$ cat src/rtl/cpu_types_pkg.sv
// Shared types for the cache/RAM arbiter: RAM status codes, data word,
// arbiter FSM states and grant identifiers.
package cpu_types_pkg;

  localparam int WORD_W = 32;

  typedef logic [WORD_W-1:0] word_t;

  typedef enum logic [1:0] {
    FREE   = 2'd0,
    BUSY   = 2'd1,
    ACCESS = 2'd2,
    ERROR  = 2'd3
  } ramstate_t;

  typedef enum logic [1:0] {
    IDLE = 2'd0,
    DGNT = 2'd1,
    IGNT = 2'd2
  } arb_state_t;

  typedef enum logic {
    GNT_I = 1'b0,
    GNT_D = 1'b1
  } grant_t;

endpackage

$ cat src/rtl/cache_arb_pick.sv
// Combinational grant picker for the icache/dcache arbiter.
// With CACHE_ARB_FAIR_EN defined, simultaneous requests alternate based on
// last_grant; otherwise the dcache always wins. The output is only
// meaningful when at least one request is present.
module cache_arb_pick
  import cpu_types_pkg::*;
(
  input  logic   ireq,
  input  logic   dreq,
  input  grant_t last_grant,
  output grant_t gnt
);

`ifdef CACHE_ARB_FAIR_EN
  // Round-robin on contention, single requester always wins.
  always_comb begin
    gnt = GNT_I;
    if (ireq && dreq)
      gnt = (last_grant == GNT_D) ? GNT_I : GNT_D;
    else if (dreq)
      gnt = GNT_D;
  end
`else
  // Fixed priority: dcache first. last_grant plays no role here.
  logic unused_last_grant;
  assign unused_last_grant = ^last_grant;

  always_comb begin
    gnt = GNT_I;
    if (dreq)
      gnt = GNT_D;
  end
`endif

endmodule

$ cat src/rtl/cache_mem_arbiter.sv
// Arbiter sharing one RAM port between icache reads and dcache reads/writes.
// One RAM transaction outstanding at a time; every grant passes through IDLE
// for one arbitration cycle. Completion (wait low, load valid) is
// combinational from ramstate==ACCESS while the owner holds the grant.
// Optional macro CACHE_ARB_FAIR_EN: alternate grants on simultaneous
// requests instead of fixed dcache priority.
module cache_mem_arbiter
  import cpu_types_pkg::*;
#(
  parameter int ADDR_W = 32,
  parameter int DATA_W = 32
) (
  input  logic              CLK,
  input  logic              RST,
  input  logic              iREN,
  input  logic [ADDR_W-1:0] iaddr,
  output logic              iwait,
  output logic [DATA_W-1:0] iload,
  input  logic              dREN,
  input  logic              dWEN,
  input  logic [ADDR_W-1:0] daddr,
  input  logic [DATA_W-1:0] dstore,
  output logic              dwait,
  output logic [DATA_W-1:0] dload,
  output logic              ramREN,
  output logic              ramWEN,
  output logic [ADDR_W-1:0] ramaddr,
  output logic [DATA_W-1:0] ramstore,
  input  logic [DATA_W-1:0] ramload,
  input  logic [1:0]        ramstate
);

  arb_state_t state;
  logic       op_write;
  ramstate_t  rs;
  grant_t     gnt;
  grant_t     last_grant;
  logic       dreq;
  logic       owner_req;
  logic       done;

  assign rs   = ramstate_t'(ramstate);
  assign dreq = dREN | dWEN;

  // Grant holder's request is still live; dropping it aborts the access.
  assign owner_req = (state == DGNT) ? dreq : iREN;
  assign done      = (rs == ACCESS);

`ifdef CACHE_ARB_FAIR_EN
  // Remember who was granted last so contention alternates.
  always_ff @(posedge CLK) begin
    if (RST)
      last_grant <= GNT_I;
    else if (state == IDLE && (dreq || iREN))
      last_grant <= gnt;
  end
`else
  assign last_grant = GNT_I;
`endif

  cache_arb_pick u_pick (
    .ireq       (iREN),
    .dreq       (dreq),
    .last_grant (last_grant),
    .gnt        (gnt)
  );

  // Arbitration FSM. ramaddr/ramstore are loaded once at the grant edge and
  // then held, so they double as the latched request address/data.
  always_ff @(posedge CLK) begin
    if (RST) begin
      state    <= IDLE;
      op_write <= 1'b0;
      ramREN   <= 1'b0;
      ramWEN   <= 1'b0;
      ramaddr  <= '0;
      ramstore <= '0;
    end else begin
      unique case (state)
        IDLE: begin
          if (dreq || iREN) begin
            if (gnt == GNT_D) begin
              state    <= DGNT;
              op_write <= dWEN;
              ramREN   <= ~dWEN;
              ramWEN   <= dWEN;
              ramaddr  <= daddr;
              ramstore <= dstore;
            end else begin
              state    <= IGNT;
              op_write <= 1'b0;
              ramREN   <= 1'b1;
              ramWEN   <= 1'b0;
              ramaddr  <= iaddr;
              ramstore <= '0;
            end
          end
        end
        DGNT, IGNT: begin
          // Completion, RAM error (retry via re-arbitration) or abort all
          // release the port; BUSY/FREE hold.
          if (done || rs == ERROR || !owner_req) begin
            state  <= IDLE;
            ramREN <= 1'b0;
            ramWEN <= 1'b0;
          end
        end
        default: begin
          state  <= IDLE;
          ramREN <= 1'b0;
          ramWEN <= 1'b0;
        end
      endcase
    end
  end

  // Completion handshake: owner's wait drops for the ACCESS cycle only.
  always_comb begin
    iwait = 1'b1;
    dwait = 1'b1;
    iload = '0;
    dload = '0;
    if (done && state == IGNT) begin
      iwait = 1'b0;
      iload = ramload;
    end
    if (done && state == DGNT) begin
      dwait = 1'b0;
      if (!op_write)
        dload = ramload;
    end
  end

endmodule

$ cat config.mk
export PLATFORM = sky130hd
export DESIGN_NAME = cache_mem_arbiter
export DESIGN_NICKNAME = d
export VERILOG_FILES = /design/src/rtl/cpu_types_pkg.sv /design/src/rtl/cache_arb_pick.sv /design/src/rtl/cache_mem_arbiter.sv
export SDC_FILE = /design/constraint.sdc
export NUM_CORES = 1
export LEC_CHECK = 0
export ABC_AREA = 1
export CORE_MARGIN = 2
export CORE_UTILIZATION = 33
export CTS_CLUSTER_SIZE = 8
export DETAILED_ROUTE_END_ITERATION = 6
export PLACE_DENSITY_LB_ADDON = 0.1
export SLEW_MARGIN = 20
export SYNTH_ARGS = -nofsm -noshare
export SYNTH_HDL_FRONTEND = slang
export SYNTH_SLANG_ARGS = --single-unit
$ cat constraint.sdc
create_clock -name CLK -period 1.9 [get_ports CLK]
set_input_delay 0.285 -clock CLK [delete_from_list [all_inputs] [get_ports CLK]]
set_output_delay 0.285 -clock CLK [all_outputs]
set_load 0.01 [all_outputs]
Word level (Yosys, flattened, before mapping):

Index checks and enable logic that the tools add are counted.

* reduce and logical (&&, ||, !) cells: 10
* bitwise operators: 2
* mux-type cells: 20
* eq/ne operators: 6

Operators by type and width (number)
* $mux W32: 5
* $mux W1: 9
* $eq A2 B2 Y1 const B: 3
* $mux W2: 3
* $ne A2 B2 Y1 const B: 2
* $pmux W1 S2: 2
* $pmux W2 S2: 1
* $reduce_and A2 Y1: 2
* $logic_or A1 B1 Y1: 3
* $eq A2 B1 Y1 const B: 1
* $logic_and A1 B1 Y1: 2
* $logic_not A2 Y1: 1
* $reduce_or A2 Y1: 1
* $logic_not A1 Y1: 1
* $not A1 Y1: 1
* $or A1 B1 Y1: 1

* output and inout bits: 132
* logic and storage cells: 44
* bits in registers: 69
* input bits: 135

Logic depth before layout (Yosys ltp):

* word-level depth: 6
* depth in mapped cells: 9

Cells and area by module:

From an unflattened synthesis, not the netlist that was laid out.

* cell total of the unflattened synthesis: 533
* area total of the unflattened synthesis: 3439.5 um2

By module, submodules not included
* cache_mem_arbiter: area an instance 3432.0 um2, seq. area each 1381.3 um2, times used 1, cells each 532
* cache_arb_pick: area an instance 7.5 um2, seq. area each 0.0 um2, times used 1, cells each 1

Worst setup path after synthesis:

Ideal clock, no wire load.

* kind: reg-to-output
* start point: register state[1]
* end point: output dload[10]
* cell stages (with the launch flop): 9
* setup slack: 0.130 ns
* buffers on the path: 2
* arrival time: 1.485 ns
* path through: dfxtp_1 -> inv_1 -> ha_1 -> nor3b_2 -> inv_1 -> or2_2 -> clkbuf_1 -> buf_2 -> nor2_1

* word-level cells in the longest chain between the ends: 3

RTL lines
* start: declaration: line cache_mem_arbiter.sv:33 `arb_state_t state;`
* start signal: assignment: line cache_mem_arbiter.sv:72 `state <= IDLE;`
* start signal: assignment: line cache_mem_arbiter.sv:83 `state <= DGNT;`
* start signal: assignment: line cache_mem_arbiter.sv:90 `state <= IGNT;`
* $eq A2 B1 Y1: line cache_mem_arbiter.sv:127 `if (done && state == DGNT) begin`
* $logic_and A1 B1 Y1: line cache_mem_arbiter.sv:127
* $mux W32: line cache_mem_arbiter.sv:127
* end: declaration: line cache_mem_arbiter.sv:24 `output logic [DATA_W-1:0] dload,`

No other way between the ends.

Worst setup path in the final report:

* start point: register state[1]
* end point: output dload[16]

Same word-level chain as after synthesis.

==> reports/summary.md <==
- 36 — std cell rows
- flip-flop — Worst Setup Start Kind
- 4265 — DR vias
- 6.22 um2 — syn_area_per_cell
- 20.9 mm — global-route wire length before repair
- 31.3% — part of the total power dissipated in combinational logic
- 0.00138 mm2 — total area of sequential cells
- 2.07 ns — final worst path period need
- 42.0% — proportion of synthesized chip area in sequential cells
- sky130_fd_sc_hd__dfxtp_1 — most frequently used flop master after synthesis
- 0 — GRT Residual Overflow
- 69 — Yosys reg bits
- -0.167 ns — Worst Slack Setup Final
- 104 um — die boundary width
- 0 — number of antenna cells inserted
- 0.571 mV — worst vdd ir
- 9.77 mm — placed wire-length estimate after detailed placement
- 33.8% — initial core utilization
- 0.311 ns — transition time at the pin with the least slew margin
- 937 — net count reported at finish
- 4.55 — routed via count divided by cell count
- 0.08 ns — clock-pin slew on the worst setup and hold paths
- 0 — number of hold violations in the final report
- 1.24 mW — switching power of the nets
- 0.0108 mm2 — floorplan die area
- 4185 — via count of the first global-routing pass
- 0.33 ns — Clock Latency Late Sink
- 11 — worst reg2reg path depth
- 70 — largest net degree at the start of global routing
- 29.0% — Net Sw Frac
- 667 — post-synth net total
- 267 — num ports
- 79.2% — tightest slew margin relative to the limit
- 104 um — y dimension of the die
- 3 — CTS H-tree lvls
- 2.99 nW — leakage power of the design
- output port — nature of the critical path endpoint
- 8 — maximum fanout count along the critical path
- 42.0% — fraction of post-synthesis cell area in the top cell type by area
- 4.29 mW — power after layout
- 38.5% — sequential fraction of design power
- 1.78 ns — Arrival @ worst endpoint
- 0 — count of pins over their slew limit
- true — unrepaired setup endpoints after global routing
- sky130_fd_sc_hd__dfxtp_1 42%, sky130_fd_sc_hd__nand2_1 27%, sky130_fd_sc_hd__a21oi_1 10% — leading cell types by total area after synthesis
- 266 — Buffers on Ports
- -4.72 ns — total negative slack
- 4 — first-pass iteration count of the detailed router
- 3 — hold depth
- 0 — number of antenna violations at the first check in global routing
- 0.484 GHz — Max Clk Rate
- 0 — DRC violation count after routing
- 0 — warning count from the yosys run
- negative setup slack — failing checks
- 20.1% — ratio of cells with drive above 1 in the final layout
- 9 — number of buffers created by CTS
- 0.00566 ns — setup skew after layout
- 529 — post-synthesis cell count
- 0 — CTS Hold Buffers Added
- 69 — number of clock sinks
- 0.908 — routability congestion estimate from global placement
- 658 mW/mm2 — pwr/cell area
- 23.9% — global-route usage over all layers
- sky130_fd_sc_hd__clkbuf_8 — clock root buffer
- 0.440 ns — Post-Route Hold Slack
- 1.62 ns — Req. time, crit path
- 13.5 mm — final routed wirelength across all metal layers
- 0.00329 mm2 — cell area after synthesis
- -0.571 ns — Placement Setup Slack
- done — clock tree from TritonCTS
- input port to flip-flop — worst min path class
- 0 — number of synthesized flops with an enable pin
- 937 — final cell count without fillers
- 0 — number of violations of the max-capacitance limit
- 17 — count of unique library cells instantiated by Yosys
- flip-flop to output port — worst setup path category
- 3.05 mW — internal power
- sky130_fd_sc_hd__dfxtp_1 — cell accounting for the most synthesized area
- 98.3% — area added between synthesis and finish
- 235 x sky130_fd_sc_hd__nand2_1, 70 x sky130_fd_sc_hd__nor2_1, 69 x sky130_fd_sc_hd__a21oi_1, 69 x sky130_fd_sc_hd__dfxtp_1, 39 x sky130_fd_sc_hd__inv_1 — commonest cells in the synthesized netlist
- sky130_fd_sc_hd__nand2_1 — count leader, synth
- 0% — share of flip-flops with an asynchronous set or reset
- 912 — placed insts
- 844 — fill cell count
- 109% — Tcrit/Tclk final
- 164 — initial drt markers
- 56 — final count of negative-setup-slack endpoints
- complete, but fails checks — result of the run
- 14.4 um — detailed-route wire length per cell
- 0.00973 mm2 — area of the core
- 30.2% — proportion of power drawn by the clock network
- 0.00180 mm2 — multi-input logic area
- 2 — maximum buffer depth of the clock tree
- 0 — antenna-violating nets left
kinds of logic (layout without fill, tap and decap cells):
| kind of cell | after synthesis | after routing | synth area share [%] |
|---|---|---|---|
| flops | 69 | 69 | 42.0 |
| buf+inv | 74 | 349 | 9.66 |
| compound gates | 71 | 71 | 10.9 |
| fa+ha+maj | 3 | 3 | 1.14 |
| simple gates | 312 | 312 | 36.3 |
layout make-up:
cell class,count,share of cell area [%]
well taps,133,2.55
clock buffers,10,1.96
clock inverters,6,1.34
inverters,40,2.30
repair buffers,293,43.1
multi-input cells,386,27.6
flip-flops and latches,69,21.2
stage by stage:
| stage | cell area [um2] | utilization (%) |
|---|---|---|
| after global routing | 6530 | 67.1 |
| after CTS | 6240 | 64.1 |
| after global placement | 6170 | 63.4 |
| final | 6530 | 67.1 |
| after floorplan | 3290 | - |
| after detailed placement | 6170 | 63.4 |
final timing paths:
check                            start                         to  slack, ns
max              state[1]$_SDFFE_PP0P_                  dload[16]      -0.17
min                                RST  ramstore[19]$_SDFFE_PP0P_       0.44
max reg2reg      state[1]$_SDFFE_PP0P_    ramaddr[6]$_SDFFE_PP0P_       0.07
min reg2reg  ramstore[11]$_SDFFE_PP0P_  ramstore[11]$_SDFFE_PP0P_       0.46
power groups by stage:
| stage | Clock (mW) | Sequential [mW] | Combinational (mW) |
|---|---|---|---|
| final | 1.30 | 1.65 | 1.34 |
| after global placement | 0 | 1.68 | 1.27 |
| after CTS | 1.33 | 1.65 | 1.30 |
| after global routing | 1.40 | 1.67 | 1.46 |
| after floorplan | 0 | 1.75 | 0.465 |
| after detailed placement | 0 | 1.68 | 1.28 |
layer usage:
layer,wire length [um],share of wire [%],vias to the layer above,track usage (%)
met5,0,0,-,0
met4,333,2.5,0,5.98
met3,1010,7.5,27,8.21
met2,7350,54,171,47.5
met1,4810,36,1921,23.3
li1,-,-,2146,-
cells in the final DEF (no fill, tap or decap), types with 2 or more instances in the layout:
cell,synthesis,layout
sky130_fd_sc_hd__nand2_1,235,234
sky130_fd_sc_hd__clkdlybuf4s50_1,0,199
sky130_fd_sc_hd__a21oi_1,69,67
sky130_fd_sc_hd__dfxtp_1,69,67
sky130_fd_sc_hd__buf_2,14,50
sky130_fd_sc_hd__inv_1,39,36
sky130_fd_sc_hd__nor2_1,70,32
sky130_fd_sc_hd__nor2_2,0,21
sky130_fd_sc_hd__nor2_4,1,18
sky130_fd_sc_hd__buf_6,0,18
sky130_fd_sc_hd__buf_4,6,15
sky130_fd_sc_hd__clkbuf_8,0,9
sky130_fd_sc_hd__buf_12,0,7
sky130_fd_sc_hd__inv_2,1,4
sky130_fd_sc_hd__nand3_1,4,4
sky130_fd_sc_hd__a21oi_2,1,3
sky130_fd_sc_hd__clkinv_4,0,2
sky130_fd_sc_hd__bufinv_16,0,2
sky130_fd_sc_hd__clkinv_2,0,2
sky130_fd_sc_hd__buf_16,0,2
sky130_fd_sc_hd__dfxtp_2,0,2
worst max-delay path: stages, from the launching register on:
cell and delay [ns]:
sky130_fd_sc_hd__dfxtp_2 0.33, sky130_fd_sc_hd__inv_2 0.07, sky130_fd_sc_hd__ha_4 0.13, sky130_fd_sc_hd__nor3b_2 0.15, sky130_fd_sc_hd__inv_1 0.07, sky130_fd_sc_hd__or2_4 0.30
sky130_fd_sc_hd__clkbuf_16 0.18, sky130_fd_sc_hd__nor2_1 0.08, sky130_fd_sc_hd__buf_2 0.14
state kept, by name, indices dropped and copies added (netlist names):
name and count:
op_write 1, ramREN 1, ramWEN 1, ramaddr 32
ramstore 32, state 2
timing repair:
item / in CTS / in global routing
gates resized for setup: 283 / 67
setup endpoints to repair: 66 / 66
pin swaps: 2 / 1
cloned: 3 / 1
setup buffers: 4 / 1
Note: power is estimated with default switching activity, not from simulation.
